`src/rtl/rst_seq_ctrl.sv`:
```
// Reset sequencer: synchronises an async reset request, merges a software reset, then
// releases CHANNELS active-high resets in order with a programmable gap and optional acks.
module rst_seq_ctrl #(
  parameter int unsigned CHANNELS    = 4,
  parameter int unsigned STAGES      = 2,
  parameter int unsigned HOLD        = 4,
  parameter int unsigned REL_DELAY   = 3,
  parameter int unsigned WAIT_ACK    = 0,
  parameter int unsigned ACK_TIMEOUT = 16
) (
  input  logic                clk,
  input  logic                rst_i,
  input  logic                req_rst_i,
  input  logic                sw_rst_i,
  input  logic [CHANNELS-1:0] ack_i,
  output logic [CHANNELS-1:0] rst_o,
  output logic                ready_o,
  output logic                err_o
);

  localparam int unsigned CntMax0 = (HOLD > ACK_TIMEOUT) ? HOLD : ACK_TIMEOUT;
  localparam int unsigned CntMax  = (CntMax0 > REL_DELAY) ? CntMax0 : REL_DELAY;
  localparam int unsigned CntW    = $clog2(CntMax + 1);
  localparam int unsigned StepW   = (CHANNELS > 1) ? $clog2(CHANNELS) : 1;

  localparam logic [CntW-1:0]  HoldLast = CntW'(HOLD - 1);
  localparam logic [CntW-1:0]  RelLast  = CntW'(REL_DELAY - 1);
  localparam logic [CntW-1:0]  ToLast   = CntW'(ACK_TIMEOUT - 1);
  localparam logic [StepW-1:0] LastStep = StepW'(CHANNELS - 1);

  localparam logic [1:0] StAssert = 2'd0;
  localparam logic [1:0] StStep   = 2'd1;
  localparam logic [1:0] StDone   = 2'd2;

  logic [STAGES-1:0]   sync_q;
  logic [1:0]          state_q, state_d;
  logic [StepW-1:0]    step_q, step_d, step_nxt;
  logic [CntW-1:0]     cnt_q, cnt_d;
  logic [CHANNELS-1:0] rst_q, rst_d;
  logic                ready_q, ready_d;
  logic                err_q, err_d;
  logic                req, ack_hit, advance, timeout;

  assign req      = sync_q[STAGES-1] | sw_rst_i;
  assign step_nxt = step_q + 1'b1;
  assign ack_hit  = (WAIT_ACK != 0) && (cnt_q >= RelLast) && ack_i[step_q];

  always_comb begin
    state_d = state_q;
    step_d  = step_q;
    cnt_d   = cnt_q + 1'b1;
    rst_d   = rst_q;
    ready_d = ready_q;
    err_d   = err_q;
    advance = 1'b0;
    timeout = 1'b0;
    if (req) begin
      state_d = StAssert;
      step_d  = '0;
      cnt_d   = '0;
      rst_d   = '1;
      ready_d = 1'b0;
      err_d   = 1'b0;
    end else begin
      case (state_q)
        StAssert: begin
          if (cnt_q == HoldLast) begin
            state_d  = StStep;
            step_d   = '0;
            cnt_d    = '0;
            rst_d[0] = 1'b0;
          end
        end
        StStep: begin
          if (WAIT_ACK == 0) begin
            advance = (cnt_q == RelLast);
          end else begin
            // An ack arriving on the timeout edge counts as a clean ack.
            timeout = !ack_hit && (cnt_q == ToLast);
            advance = ack_hit || timeout;
          end
          if (advance) begin
            cnt_d = '0;
            if (timeout) err_d = 1'b1;
            if (step_q == LastStep) begin
              state_d = StDone;
              ready_d = 1'b1;
            end else begin
              step_d          = step_nxt;
              rst_d[step_nxt] = 1'b0;
            end
          end
        end
        StDone: cnt_d = cnt_q;
        default: begin
          state_d = StAssert;
          cnt_d   = '0;
          rst_d   = '1;
          ready_d = 1'b0;
        end
      endcase
    end
  end

  always_ff @(posedge clk) begin
    if (rst_i) begin
      sync_q  <= '0;
      state_q <= StAssert;
      step_q  <= '0;
      cnt_q   <= '0;
      rst_q   <= '1;
      ready_q <= 1'b0;
      err_q   <= 1'b0;
    end else begin
      sync_q  <= {sync_q[STAGES-2:0], req_rst_i};
      state_q <= state_d;
      step_q  <= step_d;
      cnt_q   <= cnt_d;
      rst_q   <= rst_d;
      ready_q <= ready_d;
      err_q   <= err_d;
    end
  end

  assign rst_o   = rst_q;
  assign ready_o = ready_q;
  assign err_o   = err_q;

endmodule

```
`config.mk`:
```
export PLATFORM = sky130hd
export DESIGN_NAME = rst_seq_ctrl
export DESIGN_NICKNAME = d
export VERILOG_FILES = /design/src/rtl/rst_seq_ctrl.sv
export SDC_FILE = /design/constraint.sdc
export NUM_CORES = 1
export LEC_CHECK = 0
export CORE_ASPECT_RATIO = 0.75
export CORE_MARGIN = 2
export CORE_UTILIZATION = 35
export DETAILED_ROUTE_END_ITERATION = 6
export GPL_ROUTABILITY_DRIVEN = 0
export MAX_ROUTING_LAYER = met4
export SLEW_MARGIN = 10
export SYNTH_ARGS = -nofsm -noshare
export SYNTH_HDL_FRONTEND = slang
export SYNTH_SLANG_ARGS = --single-unit
```
`constraint.sdc`:
```
create_clock -name clk -period 3 [get_ports clk]
set_input_delay 0.3 -clock clk [delete_from_list [all_inputs] [get_ports clk]]
set_output_delay 0.3 -clock clk [all_outputs]
set_load 0.1 [all_outputs]
```
# Word level (Yosys, flattened, before mapping)
# Index checks and enable logic that the tools add are counted.
[op_classes]
n_eq_ne = 9
div = 0
bitwise = 5
magnitude_cmp = 2
n_mux = 25
n_addsub = 2
reduce_logical = 11
mul = 0
n_shift = 0
[op_table]
columns = ["op", "n"]
rows = [
  ["one-hot mux 5 bit (3 select lines)", 1],
  ["2-to-1 mux 2 bit", 6],
  ["AND reduction 4 bit", 3],
  ["== test 5 x 2 -> 1 bit (second input constant)", 2],
  ["2-to-1 mux 5 bit", 2],
  ["AND reduction 3 bit", 3],
  ["2-to-1 mux 1 bit", 8],
  ["2-to-1 mux 4 bit", 2],
  ["!= test 2 bit (second input constant)", 4],
  ["one-hot mux 2 bit (3 select lines)", 1],
  ["one-hot mux 3 bit (2 select lines)", 1],
  ["adder 5 x 1 -> 5 bit (second input constant)", 1],
  ["AND 4 bit", 1],
  ["== test 2 bit (second input constant)", 2],
  ["inverter 4 bit", 1],
  ["one-hot mux 2 bit (2 select lines)", 1],
  ["OR reduction 2 bit", 2],
  ["< comparator 2 x 3 -> 1 bit (second input constant)", 1],
  ["one-hot mux 1 bit (3 select lines)", 1],
  ["adder 2 x 1 -> 2 bit (second input constant)", 1],
  ["demux 1 bit (select 2 bit)", 1],
  ["== test 2 x 1 -> 1 bit (second input constant)", 1],
  [">= comparator 2 x 1 -> 1 bit (second input constant)", 1],
  ["logical NOT 2 bit", 1],
  ["other kinds (5)", 6],
]
[word_totals]
ramBits = 0
output_inout_bits = 6
mem_bits_ro = 0
ff_bits = 17
mem_count = 0
latchBits = 0

# Depth between registers and ports, before layout
# Gate-level depths: netlist of run 1.
[logic_depth]
ltp_word = 10
mapped_depth = 6
ltp_nobuf = 5

# Least setup slack after synthesis of run 1
# OpenSTA, ideal clock, no wires.
[synth_path]
path_type = "register -> register"
start = "reg state_q[1]"
end = "reg step_q[0]"
slack_ps = 1448
path_stages_with_launch = 4
n_path_buf = 0
synth_period_minus_slack_ps = 1552
t_required_ps = 2926
arrival_ps = 1478
cell_sequence = "dfxtp_1 -> or4_4 -> or4_1 -> a31oi_1"
[synth_via]
elab_chain_len = 3
elab_cells_between_ends = 8
cone_classes = "eq/ne (4); mux (1); reduce/logical (3)"
[synth_lines]
columns = ["element", "line", "rtl"]
rows = [
  ["start: declaration", "36", "logic [1:0] state_q, state_d;"],
  ["start signal: assignment", "108", "state_q <= StAssert;"],
  ["start signal: assignment", "116", "state_q <= state_d;"],
  ["== test 2 x 1 -> 1 bit or logical NOT 2 bit (tied branches)", "65", "case (state_q)"],
  ["!= test 2 bit (no line) or nonzero test 2 bit (tied branches)", "-", ""],
  ["AND reduction 4 bit (no line)", "-", ""],
  ["end signal: assignment", "117", "step_q <= step_d;"],
  ["end: declaration", "37", "logic [StepW-1:0] step_q, step_d, step_nxt;"],
]
# Parallel ways exist; a longest one is shown, timed or not.
# A chain may end at the register's enable or synchronous reset.

# Worst setup path after layout of run 1
[layout_path]
start = "reg ready_q, in the netlist ready_o"
end = "out ready_o"
[layout_rtl]
columns = ["element", "line", "rtl"]
rows = [
  ["start: declaration", "40", "logic ready_q, ready_d;"],
  ["start signal: assignment", "120", "ready_q <= ready_d;"],
  ["end: declaration", "17", "output logic ready_o,"],
]
# No word-level cell between the ends.

==> metrics.md, run 1 <==
| Metric | Value |
|---|---|
| Max FO, Critical Path | 2 |
| Area Overhead vs Synth | 15.1% |
| Synth Area in Compound Gates | 17.8% |
| Area share of xor/xnor cells in the synthesized design | 2.16% |
| Number of global-route vias before repair | 534 |
| Slew headroom | 35.6% |
| Hold bufs inserted after CTS | 0 |
| HPWL Detailed | 1030 um |
| Leading area contributor after synthesis | dfxtp_1 |
| Delay-heaviest family, CP | buffers and inverters |
| Total negative slack | 0 ns |
| Maximum vdd drop | 0.000261 V |
| Largest family of logic cells by synthesized area | simple AND/OR/NAND/NOR gates |
| Slew @ Worst Pin | 0.963 ns |
| Crit Path Class | register to output pin |
| Post-layout minimum cycle time | 2.06 ns |
| Initial antenna violation count | 0 |
| HP Class | register to register |
| CTS tree | built |
| Combinational Power Share | 5.7% |
| Post-Syn Area | 810 um2 |
| Critical Path Max Stage Delay | 1.13 ns |
| Clock Power Share | 37.4% |
| Register clock-pin slew on the reported worst setup and hold paths | 0.09 ns |
| Reg2reg end | step_q[0]$_SDFFE_PP0P_ |
| Fmax | 0.485 GHz |
| CTS sink cnt | 16 |
| Seq pwr share | 56.8% |
| Simple-gate share of the synthesized area | 21.3% |
| Final slew viol count | 0 |
| Largest net degree at the start of global routing | 17 |
| RSZ-0062 raised after global routing | no |
| Design area | roughly 930 um2 |
| Vias | approximately 630 |
| Static leakage | 0.361 nW |
| First-pass GRT wire length | 2490 um |
| Reg2Reg Setup Slack | 1.22 ns |
| Final ANT Viol Nets | 0 |
| Post CTS Setup Buffer Count | 0 |
| Die width | between 50 and 60 um |
| Worst-path cell chain | clkdlybuf4s50_1 |
| Area of the core | 2250 um2 |
| Synth Area per Inst | 8.61 um2 |
| Max-cap violations | 0 |
| First-pass DRT Iterations | 3 |
| Worst r2r src | state_q[1]$_SDFFE_PP0P_ |
| Fin Hold WS | roughly 0.44 ns |
| Initial Util | 35.9% |
| Min-Delay Path Depth | 1 |
| Crit-path slowest cell | clkdlybuf4s50_1 |
| Result of the run | completed |
| Post-cts resize count | 0 |
| Period utilization | 68.7% |
| Worst-case clock buffer depth | 2 |
| Row cnt | 15 |
| Die area | 2720 um2 |
| Worst-Skew Late Latency | 0.29 ns |
| DR iter-0 viols | 7 |
| PnR worst setup slack | 0.939 ns |
| Distinct cell type count after synthesis | 31 |
| Post-DP Area | 896 um2 |
| Share of layout cells above drive strength 1 | under 10% |
| Clock root buffer | clkbuf_4 |
| Synthesized Nets | about 110 |
| Sw Share | between 20% and 30% |
| Register area share after synthesis | 39.6% |
| Total Routing Usage GR | 13.1% |
| Wirelength per Cell | 11.2 um |
| Final setup vio count | 0 |
| Mux contribution to synthesized area | 2.47% |
| GRT overflow | 0 |
| FF+latch count, synth | 16 |
| Via density | 5.02 |
| Adder-cell share of the synthesized area | under 10% |
| Worst setup EP type | output pin |
| Hold_sp | sync_q[0]$_SDFF_PP0_ |
| P_int | 0.000297 W |
| Top cell type's share of synthesized area | between 30% and 40% |
| Ys Warns | 0 |
| Power Density | 409 nW/um2 |
| Residual DRC | 0 |
| Synthesized instance count | 94 |
| Hold Path Sink | sync_q[1]$_SDFF_PP0_ |
| CP required | 2.70 ns |
| CTS Buf Count | 3 |
| Filler instances | 240 |
| # IOs | 14 |
| Total routed wirelength | 1420 um |
| CP Data Arrival Time | 1.76 ns |
| Pre-CTS setup slack | 1.22 ns |
| Worst Setup Start Kind | register |
| Skew final | 0.000759 ns |
| Count of input and output buffers | 8 |
| H-Tree Depth | 1 |
| Area contributors post-synth | dfxtp_1 (40%), ha_1 (9.3%), inv_1 (4.2%) |
| Net count, final | 116 |
| Die span in y | 45.7 um |
| Final Hold Fails | 0 |
| Reg2Reg Depth | 3 |
| Ant. Diodes | 0 |
| Buf/Inv on CP | 1 |
| P_sw | 0.0000846 W |
-- synth_stat cells, drive strengths merged --
cell type  count
dfxtp         16
inv            9
o21ai          9
nand2          7
ha             6
a21oi          4
clkbuf         4
nor2           4
nand3          3
nor2b          3
o31ai          3
mux2i          2
nor3           2
nor3b          2
o211a          2
o21a           2
or3            2
or4            2
xnor2          2
a211oi         1
a21o           1
a31oi          1
buf            1
conb           1
nand2b         1
nand3b         1
nand4b         1
or3b           1
or4b           1
-- layout make-up --
type / count / area, um2 / share of cell area (%)
Tap cell: 25 / 31.3 / 3.36
Inverter: 9 / 33.8 / 3.62
Clock buffer: 4 / 36.3 / 3.89
Multi-Input combinational cell: 64 / 433 / 46.4
Timing Repair Buffer: 8 / 77.6 / 8.32
Sequential cell: 16 / 320 / 34.4
-- cell families (layout without fill, tap and decap cells) --
logic type	Yosys count	count (layout)
other	1	1
buffers and inverters	14	21
DFF	16	16
adders and majority gates	6	6
and+or+nand+nor	30	30
muxes	2	2
xor gates and xnor gates	2	2
AOI/OAI and AO/OA	23	23
-- per-layer routing --
layer  routed length [um]  track usage [%]
met3                   75             5.97
met1                  741             16.7
met4                   15             5.33
met2                  584             17.8
met5                    0                -
-- stage by stage --
| step | util, % | power [W] | std cells |
|---|---|---|---|
| 2_1_floorplan | - | 0.000238 | 94 |
| 3_3_place_gp | 39.8 | 0.000244 | 122 |
| 3_5_place_dp | 39.8 | 0.000244 | 122 |
| 4_1_cts | 41.4 | 0.000389 | 126 |
| 5_1_grt | 41.4 | 0.000404 | 126 |
| 6_report | 41.4 | 0.000382 | 126 |
-- how the worst max path moves through the flow --
| stage | start | endpoint | depth (start not counted) |
|---|---|---|---|
| floorplan | state_q[1]$_SDFFE_PP0P_ | step_q[0]$_SDFFE_PP0P_ | 3 |
| global placement | sw_rst_i | ready_o$_SDFFE_PP0P_ | 4 |
| detailed placement | sw_rst_i | ready_o$_SDFFE_PP0P_ | 4 |
| CTS | ready_o$_SDFFE_PP0P_ | ready_o | 1 |
| global route | rst_o[3]$_SDFFE_PP1P_ | rst_o[3] | 1 |
| finish | ready_o$_SDFFE_PP0P_ | ready_o | 1 |
-- flip-flops by register name, indices dropped and copies added, names as in the netlist --
signal / count
ready_o: 1
state_q: 2
rst_o: 4
step_q: 2
cnt_q: 5
sync_q: 2
-- power by group through the flow --
stage / clock network [W] / logic (W) / registers [W]
4_1_cts: 0.000151 / 0.0000220 / 0.000217
5_1_grt: 0.000162 / 0.0000244 / 0.000218
3_5_place_dp: 0 / 0.0000219 / 0.000222
3_3_place_gp: 0 / 0.0000217 / 0.000222
6_report: 0.000143 / 0.0000219 / 0.000217
2_1_floorplan: 0 / 0.0000164 / 0.000222
-- placed cells by master, fill, tap and decap left out, drive strengths merged, types with 3 or more instances in the layout --
cell type	instances
nand3	3
a21oi	4
clkbuf	4
o31ai	3
ha	6
o21ai	9
dfxtp	16
nor2b	3
nor2	4
clkdlybuf4s50	7
nand2	7
inv	9
Power figures use the tool's default switching activity.
==> run 2: changes to the inputs <==
==> constraint.sdc (replaced) <==
create_clock -name clk -period 1.7 [get_ports clk]
set_input_delay 0.17 -clock clk [delete_from_list [all_inputs] [get_ports clk]]
set_output_delay 0.17 -clock clk [all_outputs]
set_load 0.1 [all_outputs]
==> run 2 against run 1 <==
Against the previous run: cell count up 4.0%; cell area up 3.5%; critical endpoint is now step_q[0]$_SDFFE_PP0P_; flip-flop and latch count unchanged; utilization up 1.4 points.
==> metrics.md, run 2 (synthesized netlist as in run 1, its figures left out) <==
| Metric | Value |
|---|---|
| Hold_sp | req_rst_i (was sync_q[0]$_SDFF_PP0_) |
| Commonest non-fill, non-tap cell in the layout | dfxtp_1 (unchanged) |
| Static leakage | 0.390 nW (was 0.361 nW) |
| Power Density | 709 nW/um2 (was 409 nW/um2) |
| Hold bufs inserted after CTS | 0 (unchanged) |
| Initial antenna violation count | 0 (unchanged) |
| Net count, final | 121 (was 116) |
| CP required | 1.93 ns (was 2.70 ns) |
| Area of the core | 2250 um2 (unchanged) |
| GRT overflow | 0 (unchanged) |
| Max FO, Critical Path | 7 (was 2) |
| Total Routing Usage GR | 13.7% (was 13.1%) |
| HPWL Detailed | 1120 um (was 1030 um) |
| RSZ-0062 raised after global routing | no (unchanged) |
| Worst-Skew Late Latency | 0.29 ns (about the same) |
| Vias | 659 (was 633) |
| Post-layout minimum cycle time | 1.58 ns |
| Total negative slack | 0 ns (unchanged) |
| Final ANT Viol Nets | 0 (unchanged) |
| Largest net degree at the start of global routing | 16 (was 17) |
| CP Data Arrival Time | 1.81 ns (was 1.76 ns) |
| CTS tree | built (unchanged) |
| Via density | 5.03 (was 5.02) |
| Clock root buffer | clkbuf_4 (unchanged) |
| CTS sink cnt | 16 (unchanged) |
| Final setup vio count | 0 (unchanged) |
| Crit Path Class | register to register (was register to output pin) |
| Final Hold Fails | 0 (unchanged) |
| Post-cts resize count | 0 (unchanged) |
| Wirelength per Cell | 11.8 um (was 11.2 um) |
| Row cnt | 15 (unchanged) |
| First-pass GRT wire length | 2640 um (was 2490 um) |
| Post CTS Setup Buffer Count | 0 (unchanged) |
| Pre-CTS setup slack | 0.104 ns (was 1.22 ns) |
| Number of global-route vias before repair | 591 (was 534) |
| Share of layout cells above drive strength 1 | 16.0% (was 5.94%) |
| Most frequent cells in the layout | dfxtp_1 (15), buf_4 (10), inv_1 (9) (was dfxtp_1 (16), inv_1 (9), nand2_1 (7), clkdlybuf4s50_1 (7)) |
| First-pass DRT Iterations | 4 (was 3) |
| Total routed wirelength | 1540 um (was 1420 um) |
| Die area | 2720 um2 (unchanged) |
| Worst r2r src | cnt_q[2]$_SDFFE_PP0N_ (was state_q[1]$_SDFFE_PP0P_) |
| Critical Path Source | cnt_q[2]$_SDFFE_PP0N_ (was ready_o$_SDFFE_PP0P_) |
| Die width | 59.5 um (unchanged) |
| Design area | 965 um2 (was 932 um2) |
| Max-cap violations | 0 (unchanged) |
| CTS Buf Count | 3 (unchanged) |
| Post-Layout Cell Count | 131 (was 126) |
| Maximum vdd drop | 0.000447 V (was 0.000261 V) |
| Filler instances | 235 (was 240) |
| Largest Register | cnt_q (unchanged) |
| Residual DRC | 0 (unchanged) |
| Fmax | between 0.6 and 0.7 GHz |
| Register clock-pin slew on the reported worst setup and hold paths | 0.10 ns (was 0.09 ns) |
| Period utilization | 93.2% |
| M2 GR Usage | 19.3% (was 17.8%) |
| # IOs | 14 (unchanged) |
| Count of input and output buffers | 8 (unchanged) |
| Worst setup EP type | register (was output pin) |
| Final slew viol count | 0 (unchanged) |
| Skew final | 0.00165 ns (was 0.000759 ns) |
| HP Class | input port to register (was register to register) |
| Die span in y | 45.7 um (unchanged) |
| Worst Setup Start Kind | register (unchanged) |
| Worst-case clock buffer depth | 2 (unchanged) |
| Fin Hold WS | 0.422 ns (was 0.444 ns) |
| Initial Util | 35.9% (unchanged) |
| Ant. Diodes | 0 (unchanged) |
| Post-DP Area | 923 um2 (was 896 um2) |
| M3 GR Usage | 5.11% (was 5.97%) |
| H-Tree Depth | 1 (unchanged) |
| Placed cells | 127 (was 122) |
| GR Layer Usage met1 | 18.3% (was 16.7%) |
| Largest register FFs | 5 (unchanged) |
| DR iter-0 viols | 16 (was 7) |
| GR peak layer | met2 (unchanged) |
| PnR worst setup slack | 0.115 ns (was 0.939 ns) |
| Result of the run | completed (unchanged) |
| Area Overhead vs Synth | 19.2% (was 15.1%) |
==> run 2: cell types whose count changed in the layout (fill, tap and decap cells not counted) <==
cell             previous run  this run
buf_4                       1        10
clkdlybuf4s50_1             7         3
dfxtp_1                    16        15
dfxtp_2                     0         1
or4b_1                      1         0
or4b_4                      0         1
==> run 2: final timing paths <==
path | endpoint | slack [ns] | cells after the start
worst min register to register | sync_q[1]$_SDFF_PP0_ | 0.45 | 1
worst max register to register | step_q[0]$_SDFFE_PP0P_ | 0.12 | 3
worst max-delay path | step_q[0]$_SDFFE_PP0P_ | 0.12 | 3
worst min-delay path | sync_q[0]$_SDFF_PP0_ | 0.42 | 2
==> run 2: critical path, stage by stage (launching register included) <==
cell,delay (ns)
dfxtp_2,0.36
or4_4,0.52
or4_1,0.47
a31oi_1,0.16
==> run 2: report_power, final <==
part	switching (W)	total, W	internal [W]
sequential	0.00000373	0.000383	0.000379
clock	0.000127	0.000257	0.000131
combinational	0.0000255	0.0000437	0.0000182
==> run 2: layout make-up <==
| class | instances | area (um2) | share of cell area (%) |
|---|---|---|---|
| clock buffer | 4 | 36.3 | 3.76 |
| inverter | 9 | 33.8 | 3.50 |
| multi-input combinational | 64 | 437 | 45.3 |
| sequential | 16 | 322 | 33.3 |
| tap | 25 | 31.3 | 3.24 |
| timing repair buffer | 13 | 105 | 10.9 |
==> run 2: per-layer routing <==
metal | part of all wire (%) | wire, um
met1 | 52 | 802
met2 | 42 | 655
met3 | 5.0 | 77
met4 | 0.52 | 8
met5 | 0 | 0
==> run 2: metrics by stage <==
step	power (W)	utilization, %
2_1_floorplan	0.000420	-
3_3_place_gp	0.000434	41.0
3_5_place_dp	0.000435	41.0
4_1_cts	0.000694	42.6
5_1_grt	0.000715	42.8
6_report	0.000684	42.8
